[src/rtl/cache_miss_controller.sv]
// Read sequencer between a CPU requester, a direct-mapped block cache and main memory.
// Hits return the cached word; misses fetch the 4-word block, fill the cache, then respond.
module cache_miss_controller #(
  parameter int WORD     = 32,
  parameter int ADDRESSL = 12,
  parameter int TAG      = 3,
  parameter int BLOCKL   = 4,
  parameter int CNTW     = 16,
  localparam int AW      = ADDRESSL + TAG
) (
  input  logic                   clk,
  input  logic                   rst,
  input  logic                   cpu_req,
  input  logic [AW-1:0]          cpu_addr,
  output logic                   cpu_ready,
  output logic [WORD-1:0]        cpu_data,
  output logic                   busy,
  output logic [AW-1:0]          cache_addr,
  output logic                   cRead,
  input  logic                   hit,
  input  logic [WORD-1:0]        cache_data,
  output logic                   cWrite,
  output logic [AW-1:0]          adr0,
  output logic [AW-1:0]          adr1,
  output logic [AW-1:0]          adr2,
  output logic [AW-1:0]          adr3,
  output logic [BLOCKL*WORD-1:0] block_data,
  output logic                   mem_read,
  output logic [AW-1:0]          mem_addr,
  input  logic                   mem_ready,
  input  logic [BLOCKL*WORD-1:0] mem_data,
  output logic [CNTW-1:0]        hit_count,
  output logic [CNTW-1:0]        miss_count
);

  typedef enum logic [2:0] {IDLE, LOOKUP, MEM_WAIT, FILL, RESP} stateT;

  stateT                   state;
  logic [AW-1:0]           addrQ;
  logic [BLOCKL*WORD-1:0]  blockQ;
  logic [WORD-1:0]         memWords [BLOCKL];

  genvar gi;
  generate
    for (gi = 0; gi < BLOCKL; gi++) begin : gMemWords
      assign memWords[gi] = mem_data[gi*WORD +: WORD];
    end
  endgenerate

  assign cache_addr = addrQ;
  assign adr0       = {addrQ[AW-1:2], 2'd0};
  assign adr1       = {addrQ[AW-1:2], 2'd1};
  assign adr2       = {addrQ[AW-1:2], 2'd2};
  assign adr3       = {addrQ[AW-1:2], 2'd3};
  assign mem_addr   = {addrQ[AW-1:2], 2'd0};
  assign block_data = blockQ;

  // Strobes are registered alongside the next state, so each one is a pure
  // function of the state being entered.
  always_ff @(posedge clk) begin
    if (rst) begin
      state      <= IDLE;
      addrQ      <= '0;
      blockQ     <= '0;
      cpu_data   <= '0;
      hit_count  <= '0;
      miss_count <= '0;
      cpu_ready  <= 1'b0;
      cRead      <= 1'b0;
      cWrite     <= 1'b0;
      mem_read   <= 1'b0;
      busy       <= 1'b0;
    end else begin
      cpu_ready <= 1'b0;
      cRead     <= 1'b0;
      cWrite    <= 1'b0;
      mem_read  <= 1'b0;
      busy      <= 1'b1;
      case (state)
        IDLE: begin
          if (cpu_req) begin
            addrQ <= cpu_addr;
            state <= LOOKUP;
            cRead <= 1'b1;
          end else begin
            busy <= 1'b0;
          end
        end
        LOOKUP: begin
          if (hit) begin
            cpu_data  <= cache_data;
            if (hit_count != '1) hit_count <= hit_count + 1'b1;
            state     <= RESP;
            cpu_ready <= 1'b1;
          end else begin
            if (miss_count != '1) miss_count <= miss_count + 1'b1;
            state    <= MEM_WAIT;
            mem_read <= 1'b1;
          end
        end
        MEM_WAIT: begin
          if (mem_ready) begin
            blockQ   <= mem_data;
            cpu_data <= memWords[addrQ[1:0]];
            state    <= FILL;
            cWrite   <= 1'b1;
          end else begin
            mem_read <= 1'b1;
          end
        end
        FILL: begin
          state     <= RESP;
          cpu_ready <= 1'b1;
        end
        RESP: begin
          state <= IDLE;
          busy  <= 1'b0;
        end
        default: begin
          state <= IDLE;
          busy  <= 1'b0;
        end
      endcase
    end
  end

endmodule
[config.mk]
export PLATFORM = sky130hd
export DESIGN_NAME = cache_miss_controller
export DESIGN_NICKNAME = d
export VERILOG_FILES = /design/src/rtl/cache_miss_controller.sv
export SDC_FILE = /design/constraint.sdc
export NUM_CORES = 1
export LEC_CHECK = 0
export ABC_AREA = 1
export CELL_PAD_IN_SITES_DETAIL_PLACEMENT = 1
export CELL_PAD_IN_SITES_GLOBAL_PLACEMENT = 1
export CORE_MARGIN = 3
export CORE_UTILIZATION = 29
export CTS_BUF_LIST = sky130_fd_sc_hd__clkbuf_4 sky130_fd_sc_hd__clkbuf_8
export DETAILED_ROUTE_END_ITERATION = 16
export MAX_ROUTING_LAYER = met4
export PLACE_DENSITY = 0.9
export SETUP_SLACK_MARGIN = 0.1
export SLEW_MARGIN = 20
export SYNTH_ARGS = -nofsm -noshare
export SYNTH_HDL_FRONTEND = slang
export SYNTH_SLANG_ARGS = --single-unit
[constraint.sdc]
create_clock -name clk -period 1.7 [get_ports clk]
set_input_delay 0.17 -clock clk [delete_from_list [all_inputs] [get_ports clk]]
set_output_delay 0.17 -clock clk [all_outputs]
set_load 0.05 [all_outputs]
# Yosys cells after proc, flatten, opt, wreduce, memory -nomap -nowiden

Cells that the tools add are included.

Bitwise logic cells: 4
Reductions and logical operators: 11
Divide/modulo/power cells: 0
Eq/ne operators: 8
Shifts and indexed selects: 0
$add $sub $neg: 2
Magnitude comparators: 1
Multiply operators: 0
Mux-type cells: 18

Operators by type and width:

| operator                                             | number |
|---|---|
| two-way mux 32 bit                                   | 4 |
| binary-select mux 32 bit (select 2 bit)              | 1 |
| one-hot mux 32 bit (2 select lines)                  | 1 |
| adder 16 x 1 -> 16 bit (second input constant)       | 2 |
| != test 16 bit (second input constant)               | 2 |
| one-hot mux 3 bit (4 select lines)                   | 1 |
| two-way mux 3 bit                                    | 3 |
| AND reduction 3 bit                                  | 3 |
| equality test 3 x 2 -> 1 bit (second input constant) | 2 |
| != test 2 bit (second input constant)                | 3 |
| one-hot mux 1 bit (2 select lines)                   | 3 |
| AND reduction 2 bit                                  | 3 |
| two-way mux 1 bit                                    | 5 |
| OR reduction 2 bit                                   | 2 |
| equality test 3 x 1 -> 1 bit (second input constant) | 1 |
| >= comparator 3 bit (second input constant)          | 1 |
| logical NOT 3 bit                                    | 1 |
| NOT 1 bit                                            | 3 |
| NOT 2 -> 3 bit                                       | 1 |
| OR reduction 3 bit                                   | 1 |
| nonzero test 2 bit                                   | 1 |

Register bits after elaboration: 215
Memory bits (read-only): 0
Latch bits: 0
Word-level logic and storage cells: 55
Bits in writable memories: 0
Memories: 0

# Logic depth before layout (Yosys ltp)

Gate-level depths: netlist of run 1.

Depth after elaboration: 6
Depth in mapped cells: 10

# Worst setup path before layout of run 1

No wires, ideal clock.

Kind: register to register
Start: register miss_count[0]
End: register miss_count[2]
Buffers on the path: 0
Required time: 1.629 ns
Cell stages (with the launch flop): 8
Data arrival time: 1.854 ns
Slack: -0.225 ns
Path through: dfxtp_1 > ha_1 > nand3_1 > nor2_1 > nand2_1 > nand2_1 > nand2_1 > a21oi_1

Longest elaborated chain between the ends: 2
Elaborated cells on any way between the ends: 3
Those cells by class: 1 x add/sub; 1 x eq/ne; 1 x reduce/logical

Ends and longest elaborated chain:

| what                                                                           | line | source |
|---|---|---|
| from (decl)                                                                    | 33   | `output logic [CNTW-1:0] miss_count` |
| from (signal assigned)                                                         | 96   | `if (miss_count != '1) miss_count <= miss_count + 1'b1;` |
| parallel branches: the longest is 2 deep, another holds adder 16 x 1 -> 16 bit | -    |  |

Several ways; the timed one is not identified.
A chain may end at the register's enable or synchronous reset.

# Worst setup path in the final report of run 1

Start: register state[1]
End: register blockQ[120] (netlist: block_data[120])

Longest elaborated chain between the ends: 2

Ends and longest elaborated chain:

| what                          | line | source |
|---|---|---|
| from (decl)                   | 38   | `stateT state;` |
| from (signal assigned)        | 62   | `state <= IDLE;` |
| from (signal assigned)        | 83   | `state <= LOOKUP;` |
| from (signal assigned)        | 93   | `state <= RESP;` |
| equality test 3 x 2 -> 1 bit  | 79   | `case (state)` |
| AND reduction 2 bit (no line) | -    |  |
| to (signal assigned)          | 103  | `blockQ <= mem_data;` |
| to (decl)                     | 40   | `logic [BLOCKL*WORD-1:0] blockQ;` |

No other way between the ends.

==> results of run 1 <==
[worst max-delay path, delay by kind of cell (launching register included)]
| family | cells | cell delay, ns |
|---|---|---|
| AO/OA/AOI/OAI | 1 | 0.40 |
| AND/OR/NAND/NOR | 3 | 0.42 |
| buffers and inverters | 3 | 0.35 |
| flip-flops | 1 | 0.38 |
[power groups by stage]
stage          logic, mW  clock network, mW  registers [mW]
3_3_place_gp        4.47                  0            5.64
6_report            4.88               5.67            5.58
4_1_cts             4.72               5.80            5.56
3_5_place_dp        4.57                  0            5.66
2_1_floorplan       2.02                  0            6.55
5_1_grt             5.13               6.11            5.62
[cells in the mapped netlist (4+ instances only)]
cell | count | share of area [%]
nand2_1 | 156 | 6.0
a21oi_1 | 71 | 3.6
nor2_1 | 410 | 16
xor2_1 | 6 | 0.54
o21ai_0 | 244 | 12
buf_1 | 5 | 0.19
inv_1 | 48 | 1.8
dfxtp_1 | 215 | 44
clkbuf_2 | 4 | 0.20
clkbuf_1 | 59 | 2.3
nand3_1 | 26 | 1.3
buf_6 | 10 | 1.2
buf_4 | 83 | 6.4
nand4_1 | 6 | 0.38
o22ai_1 | 32 | 2.0
[final cells by class]
class	count	area share, %
Sequential cell	215	27.9
Antenna cell	2	0.0322
Tap cell	442	3.55
Inverter	49	1.29
Clock inverter	8	0.595
Clock buffer	64	5.22
Multi-Input combinational cell	979	30.1
Timing Repair Buffer	529	31.3
[metrics by stage]
| stage | hold slack [ns] | instance area [µm²] | cells | power, mW | util (%) |
|---|---|---|---|---|---|
| 2_1_floorplan | 0.334 | 9850 | 1407 | 8.57 | - |
| 3_3_place_gp | 0.461 | 14100 | 2196 | 10.1 | 43.0 |
| 3_5_place_dp | 0.475 | 14100 | 2196 | 10.2 | 43.0 |
| 4_1_cts | 0.240 | 15300 | 2280 | 16.1 | 46.6 |
| 5_1_grt | 0.246 | 15600 | 2288 | 16.9 | 47.3 |
| 6_report | 0.263 | 15600 | 2288 | 16.1 | 47.3 |
[sequential cells by signal, indices dropped and copies added, names as in the netlist]
signal      flops
busy            1
cpu_ready       1
cache_addr     15
cWrite          1
miss_count     16
cRead           1
cpu_data       32
block_data    128
hit_count      16
mem_read        1
state           3
[timing repair]
item / in CTS / in global routing
gates resized for setup: 201 / 186
buffers inserted: 8 / 4
endpoints found under the setup margin: 179 / 209
gates cloned: 4 / 2
pin swaps: 4 / 60
[per-layer routing]
layer  share of wire (%)  wire [µm]
met5                   0          0
met4                 4.4       2080
met3                 8.2       3920
met2                  50      23800
met1                  38      17900
[worst max path at each step]
stage | cells past startpoint | startpoint | slack [ns] | end
2_1_floorplan | 8 | hit_count[10] | 0.10 | hit_count[0]
3_3_place_gp | 8 | hit | 0.02 | cpu_data[8]
3_5_place_dp | 9 | state[2] | -0.08 | hit_count[12]
4_1_cts | 1 | miss_count[10] | 0.02 | miss_count[10]
5_1_grt | 6 | state[2] | -0.04 | block_data[120]
6_report | 7 | state[1] | -0.01 | block_data[120]
[cell families (layout without fill, tap and decap cells)]
group | count (synthesis) | count (layout) | synth area share [%]
AND/OR/NAND/NOR | 607 | 607 | 24.2
AO/OA/AOI/OAI | 351 | 351 | 18.5
flip-flops | 215 | 215 | 44.0
buffers and inverters | 213 | 650 | 12.2
XOR/XNOR | 9 | 9 | 0.805
adder cells (fa/ha/maj) | 2 | 2 | 0.256
other | 2 | 12 | 0.0767
==> results.json, run 1 <==
{
  "status": "finished with violations",
  "violations": "negative setup slack",
  "first_pass_iters": 4,
  "syn_avg_cell_area_um2": 7.00,
  "rsz0062_at_grt": "yes",
  "nets": 1998,
  "finalClockSkew_ns": 0.0366,
  "fill_cells": 4061,
  "die_h_um": 190,
  "slew_headroom_pct": 62.3,
  "drv_cap": 0,
  "syn_inst": 1399,
  "cp.arrival_ns": 2.12,
  "clk_path_buf_depth": 3,
  "multi_input_comb_area_um2": 4680,
  "ir_drop_mv": 0.538,
  "p_sw_share_pct": 36.2,
  "r2r_start": "state[1]",
  "wl_per_cell_um": 20.8,
  "boundaryPins": 467,
  "setup_slack_ns": -0.0143,
  "start_util_pct": 29.8,
  "cp_cell_sequence": "inv_4 -> nor3_4 -> nand2_4 -> buf_4 -> buf_4 -> o21ai_0 -> nor2_1",
  "period_minus_slack_ns": 1.71,
  "critPathLaunchType": "flip-flop",
  "hold_buffers": 0,
  "max_freq_mhz": 583,
  "synth-main-ff-cell": "dfxtp_1",
  "final_cell_mix": "361 x nor2_1, 233 x buf_4, 229 x o21ai_0",
  "required_ns": 2.11,
  "htree_levels": 2,
  "critPathMaxStageDelay_ns": 0.40,
  "dp_hpwl_um": 33000,
  "rows": 66,
  "r2r_slack_ns": -0.01,
  "synth.distinct_cells": 29,
  "cts_tree": "built",
  "path_clk_slew_ns": 0.07,
  "hold_class": "input pin to flip-flop",
  "p_int_mw": 10.3,
  "grt_max_degree": 93,
  "dieWidth_um": 190,
  "p_leak_nw": 6.52,
  "vias": 11500,
  "crit_type": "flip-flop to flip-flop",
  "route.detailed.drc": 0,
  "yosysSeqAreaShare_pct": 44.0,
  "grt.overflow.total": 0,
  "cts-root-buf": "clkbuf_8",
  "combPwrFrac_pct": 30.3,
  "synth_edf_count": 0,
  "tns_ns": -0.0143,
  "use_met3_pct": 6.54,
  "worst_setup_path_end_kind": "flip-flop",
  "whs_path_depth": 3,
  "gp_congestion": 0.858,
  "clkPwrFrac_pct": 35.2,
  "fp.dieArea_um2": 36000,
  "ff2ff_path_depth": 7,
  "grt_pass1_vias": 12500,
  "coreArea_um2": 32900,
  "area_growth_syn_to_layout_pct": 58.9,
  "powerDensity_nw_per_um2": 1040,
  "finalWirelength_um": 47700,
  "grt.busiest_layer": "met2",
  "grtUsageMet1_pct": 26.6,
  "final_common_cell": "nor2_1",
  "ant_nets": 0,
  "min_from": "cpu_addr[5]",
  "cp_slowest_cell": "o21ai_0",
  "insertion_delay_ns": 0.55,
  "path_max_fanout": 5,
  "place_ws_ns": -0.0763,
  "p_seq_share_pct": 34.6,
  "whs_endpoint": "cache_addr[5]",
  "grt_use_met2_pct": 44.5,
  "critPathMostFrequentCell": "buf_4",
  "drive_gt1_share_pct": 29.5,
  "p_sw_mw": 5.84,
  "ys_ff_latch": 215,
  "port_buffers": 456,
  "yosysWarningCount": 0,
  "grt.total_usage_pct": 25.3,
  "period_share_pct": 101,
  "grt_pass1_wl_um": 70000,
  "drv_slew": 0,
  "r2r_end": "block_data[120]",
  "antenna_found_initial": 2,
  "synth_area_um2": 9790,
  "avgViaCountPerCell": 5.03,
  "cts_made_buffers": 42,
  "setup_viol": 1,
  "hold_violations": 0,
  "ys_async_sr_fraction_pct": 0,
  "drtIter0Drc": 501,
  "cts_sinks": 215,
  "worstMarginPinSlew_ns": 0.552,
  "regArea_um2": 4350
}
Note: power is estimated with default switching activity, not from simulation.
==> run 2: changes to the inputs <==
PLACE_DENSITY = 0.88   (was 0.9)
==> results.json, run 2 (synthesized netlist as in run 1, its figures left out) <==
{
  "status": "completed",
  "vias": 11600,
  "grt_pass1_wl_um": 68200,
  "combPwrFrac_pct": 31.4,
  "cp.arrival_ns": 2.10,
  "r2r_end": "cpu_data[7]",
  "p_sw_share_pct": 36.8,
  "final_common_cell": "nor2_1",
  "final_cell_area_um2": 16000,
  "dieWidth_um": 190,
  "critPathLaunchType": "flip-flop",
  "avgViaCountPerCell": 5.03,
  "gp_congestion": 0.890,
  "insertion_delay_ns": 0.57,
  "finalClockSkew_ns": 0.0297,
  "antenna_found_initial": 1,
  "p_leak_nw": 6.52,
  "hold_class": "input pin to flip-flop",
  "path_max_fanout": 6,
  "final_cells": 2298,
  "postLayoutCoreUtil_pct": 48.7,
  "cts_tree": "built",
  "grt.overflow.total": 0,
  "coreArea_um2": 32900,
  "grt.total_usage_pct": 24.9,
  "die_h_um": 190,
  "grt_pass1_vias": 12000,
  "p_seq_share_pct": 35.0,
  "ant_nets": 0,
  "nets": 2009,
  "period_minus_slack_ns": 1.65,
  "ir_drop_mv": 0.547,
  "setup_viol": 0,
  "max_freq_mhz": 607,
  "largest_reg_flops": 128,
  "drv_slew": 0,
  "r2r_slack_ns": 0.05,
  "first_pass_iters": 4,
  "min_from": "cpu_addr[4]",
  "ff2ff_path_depth": 10,
  "dp_hpwl_um": 32400,
  "p_sw_mw": 5.86,
  "rows": 66,
  "cts-root-buf": "clkbuf_8",
  "fp.dieArea_um2": 36000,
  "start_util_pct": 29.8,
  "cts_made_buffers": 41,
  "power_mw": 15.9,
  "hold_violations": 0,
  "fill_cells": 4025,
  "place_inst": 2191,
  "whs_path_depth": 3,
  "port_buffers": 456,
  "final_cell_mix": "404 x nor2_1, 228 x buf_4, 189 x dfxtp_1",
  "finalWirelength_um": 49200,
  "grt_max_degree": 60,
  "clk_path_buf_depth": 3,
  "required_ns": 2.15,
  "hold_buffers": 0,
  "cts_sinks": 215,
  "whs_endpoint": "cache_addr[4]",
  "p_int_mw": 10.1,
  "clkPwrFrac_pct": 33.6,
  "dpl_cell_area_um2": 14100,
  "worst_setup_path_end_kind": "flip-flop",
  "r2r_start": "state[1]",
  "drive_gt1_share_pct": 28.9,
  "crit_type": "flip-flop to flip-flop",
  "period_share_pct": 96.9,
  "drtIter0Drc": 545,
  "rsz0062_at_grt": "yes",
  "boundaryPins": 467,
  "area_growth_syn_to_layout_pct": 63.7,
  "wl_per_cell_um": 21.4,
  "route.detailed.drc": 0,
  "htree_levels": 2,
  "drv_cap": 0,
  "powerDensity_nw_per_um2": 995,
  "path_clk_slew_ns": 0.06
}
## run 2: cell types whose count changed in the layout (fill, tap and decap cells not counted), moves of 11 or more
cell,before,now
nor2_1,361,404
clkdlybuf4s15_2,26,72
nor2_2,49,4
o21ai_0,229,179
clkdlybuf4s15_1,14,3
o21ai_1,13,56
clkbuf_2,41,7
## run 2: per-stage QoR
step	setup WS [ns]	TNS [ns]	hold slack, ns
after floorplan	0.100	0	0.334
after global placement	-0.0508	-0.461	0.462
after detailed placement	-0.0928	-1.35	0.470
after CTS	0.0511	0	0.204
after global routing	-0.0199	-0.0811	0.252
final	0.0525	0	0.255
## run 2: critical path: stages, from the launching register on
cell,delay [ns]
dfxtp_2,0.35
inv_4,0.05
nor3_4,0.20
buf_6,0.15
clkinvlp_4,0.16
buf_12,0.18
buf_12,0.14
nand2_1,0.08
nand2_2,0.06
a21oi_2,0.11
nor2_1,0.06
## run 2: metal layers
metal	up-vias	track usage [%]	part of all wire, %
li1	5333	-	-
met1	5559	27.1	38
met2	537	43.0	49
met3	127	6.47	7.8
met4	0	10.9	4.4
met5	-	-	0
## run 2: final cells by class
class / count / area (µm²) / area share [%]
multi-input combinational: 979 / 4610 / 28.8
antenna: 1 / 2.50 / 0.0156
tap: 442 / 553 / 3.45
clock buffer: 67 / 816 / 5.09
sequential: 215 / 4350 / 27.2
timing repair buffer: 541 / 5440 / 34.0
inverter: 49 / 219 / 1.37
clock inverter: 4 / 30.0 / 0.187
## run 2: worst max path at each step
stage | from | to | slack (ns) | cells after the start
after floorplan | hit_count[10] | hit_count[0] | 0.10 | 8
after global placement | hit | hit_count[5] | -0.05 | 9
after detailed placement | hit | hit_count[10] | -0.09 | 9
after CTS | miss_count[0] | miss_count[0] | 0.05 | 2
after global routing | state[1] | cpu_data[7] | -0.02 | 10
final | state[1] | cpu_data[7] | 0.05 | 10
## run 2: what timing repair did
action                                  CTS  global route
pin swaps                                 4            17
gates resized for setup                 280           165
cloned                                    5            15
setup buffers                            12             5
endpoints found under the setup margin  267           199
## run 2: power groups by stage
stage	combinational, mW	sequential [mW]	clock (mW)
final	5.00	5.58	5.36
after CTS	4.72	5.57	5.51
after floorplan	2.02	6.55	0
after global placement	4.46	5.65	0
after detailed placement	4.54	5.67	0
after global routing	5.25	5.62	5.74
==> run 3: changes to the inputs <==
clock period = 1.57 ns   (was 1.7 ns; I/O delays follow)
==> results.json, run 3 (synthesized netlist as in run 1, its figures left out) <==
{
  "grt_pass1_wl_um": 72100,
  "p_sw_mw": 6.83,
  "final_cells": 2343,
  "required_ns": 2.00,
  "finalClockSkew_ns": 0.0210,
  "whs_ns": 0.275,
  "period_share_pct": 108,
  "violations": "negative setup slack",
  "drive_gt1_share_pct": 40.1,
  "boundaryPins": 467,
  "vias": 12500,
  "coreArea_um2": 32900,
  "hold_buffers": 0,
  "die_h_um": 190,
  "hold_class": "input pin to flip-flop",
  "insertion_delay_ns": 0.55,
  "setup_viol": 43,
  "largest_reg_flops": 128,
  "cp.arrival_ns": 2.14,
  "tns_ns": -1.13,
  "p_int_mw": 11.2,
  "clkPwrFrac_pct": 32.5,
  "grt_pass1_vias": 12700,
  "power_mw": 18.0,
  "area_growth_syn_to_layout_pct": 77.4,
  "final_common_cell": "nor2_1",
  "period_minus_slack_ns": 1.70,
  "wl_per_cell_um": 24.8,
  "avgViaCountPerCell": 5.32,
  "drv_cap": 0,
  "critPathLaunchType": "flip-flop",
  "worst_setup_path_end_kind": "flip-flop",
  "clk_path_buf_depth": 3,
  "route.detailed.drc": 0,
  "port_buffers": 456,
  "htree_levels": 2,
  "final_cell_area_um2": 17400,
  "place_inst": 2214,
  "p_sw_share_pct": 37.9,
  "antenna_found_initial": 3,
  "grt.total_usage_pct": 26.3,
  "cts_tree": "built",
  "setup_slack_ns": -0.132,
  "grt_max_degree": 48,
  "dp_hpwl_um": 33100,
  "finalWirelength_um": 58100,
  "drv_slew": 0,
  "postLayoutCoreUtil_pct": 52.8,
  "first_pass_iters": 6,
  "grt.overflow.total": 0,
  "cts_sinks": 215,
  "combPwrFrac_pct": 33.7,
  "ant_nets": 0,
  "p_seq_share_pct": 33.8,
  "dieWidth_um": 190,
  "fp.dieArea_um2": 36000,
  "powerDensity_nw_per_um2": 1040,
  "path_max_fanout": 10,
  "status": "finished with violations",
  "hold_violations": 0,
  "cts-root-buf": "clkbuf_8",
  "path_clk_slew_ns": 0.07,
  "rows": 66,
  "rsz0062_at_grt": "yes",
  "p_leak_nw": 7.36,
  "start_util_pct": 29.8,
  "place_ws_ns": -0.183,
  "gp_congestion": 0.899,
  "cts_made_buffers": 40,
  "dpl_cell_area_um2": 14200,
  "ir_drop_mv": 0.604,
  "final_cell_mix": "311 x nor2_1, 310 x buf_4, 179 x clkdlybuf4s50_1",
  "drtIter0Drc": 681,
  "crit_type": "flip-flop to flip-flop",
  "nets": 2053,
  "max_freq_mhz": 587
}
-- run 3: cell types whose count changed in the layout (fill, tap and decap cells not counted), moves of 17 or more --
cell | before | now
o21ai_2 | 9 | 41
buf_6 | 8 | 25
o21ai_0 | 179 | 119
o21ai_1 | 56 | 78
nor2_2 | 4 | 63
nor2_1 | 404 | 311
nor2_4 | 6 | 40
clkdlybuf4s15_2 | 72 | 0
buf_4 | 228 | 310
-- run 3: worst paths after layout --
kind,startpoint,endpoint,slack [ns],cells past startpoint
worst min-delay path,mem_data[110],block_data[110],0.28,3
worst max-delay path,miss_count[14],miss_count[1],-0.13,8
worst max register to register,miss_count[14],miss_count[1],-0.13,8
worst min register to register,block_data[3],block_data[3],0.47,2
-- run 3: power groups by stage --
stage | Combinational (mW) | Sequential [mW] | Clock [mW]
floorplan | 2.19 | 7.09 | 0
global placement | 4.93 | 6.11 | 0
detailed placement | 5.03 | 6.13 | 0
CTS | 5.37 | 6.03 | 5.86
global route | 6.32 | 6.11 | 6.19
finish | 6.08 | 6.08 | 5.86
-- run 3: repair_timing --
action | 4_1_cts | 5_1_grt
setup buffers | 11 | 16
endpoints found under the setup margin | 228 | 264
pin swaps | 35 | 102
cloned | 10 | 20
resized for setup | 114 | 389
-- run 3: layout make-up --
type	count	area, µm²
Fill cell	3864	15500
Timing Repair Buffer	585	5960
Multi-Input combinational cell	979	5390
Sequential cell	215	4380
Clock buffer	63	805
Tap cell	442	553
Inverter	49	213
Clock inverter	6	37.5
Timing Repair inverter	1	20.0
Antenna cell	3	7.51
-- run 3: worst max-delay path: stages (launching register included) --
cell	delay (ns)
dfxtp_2	0.41
nand2_1	0.13
nor2_2	0.19
nand2_2	0.15
nor2_2	0.19
nor2_4	0.09
buf_12	0.16
nor2_1	0.18
nor2_1	0.09
-- run 3: metal layers --
metal | vias up | GRT usage, % | part of all wire, %
met4 | 0 | 11.9 | 6.2
li1 | 5440 | - | -
met3 | 262 | 6.91 | 8.9
met1 | 5986 | 27.0 | 36
met2 | 773 | 47.2 | 49
met5 | - | - | 0
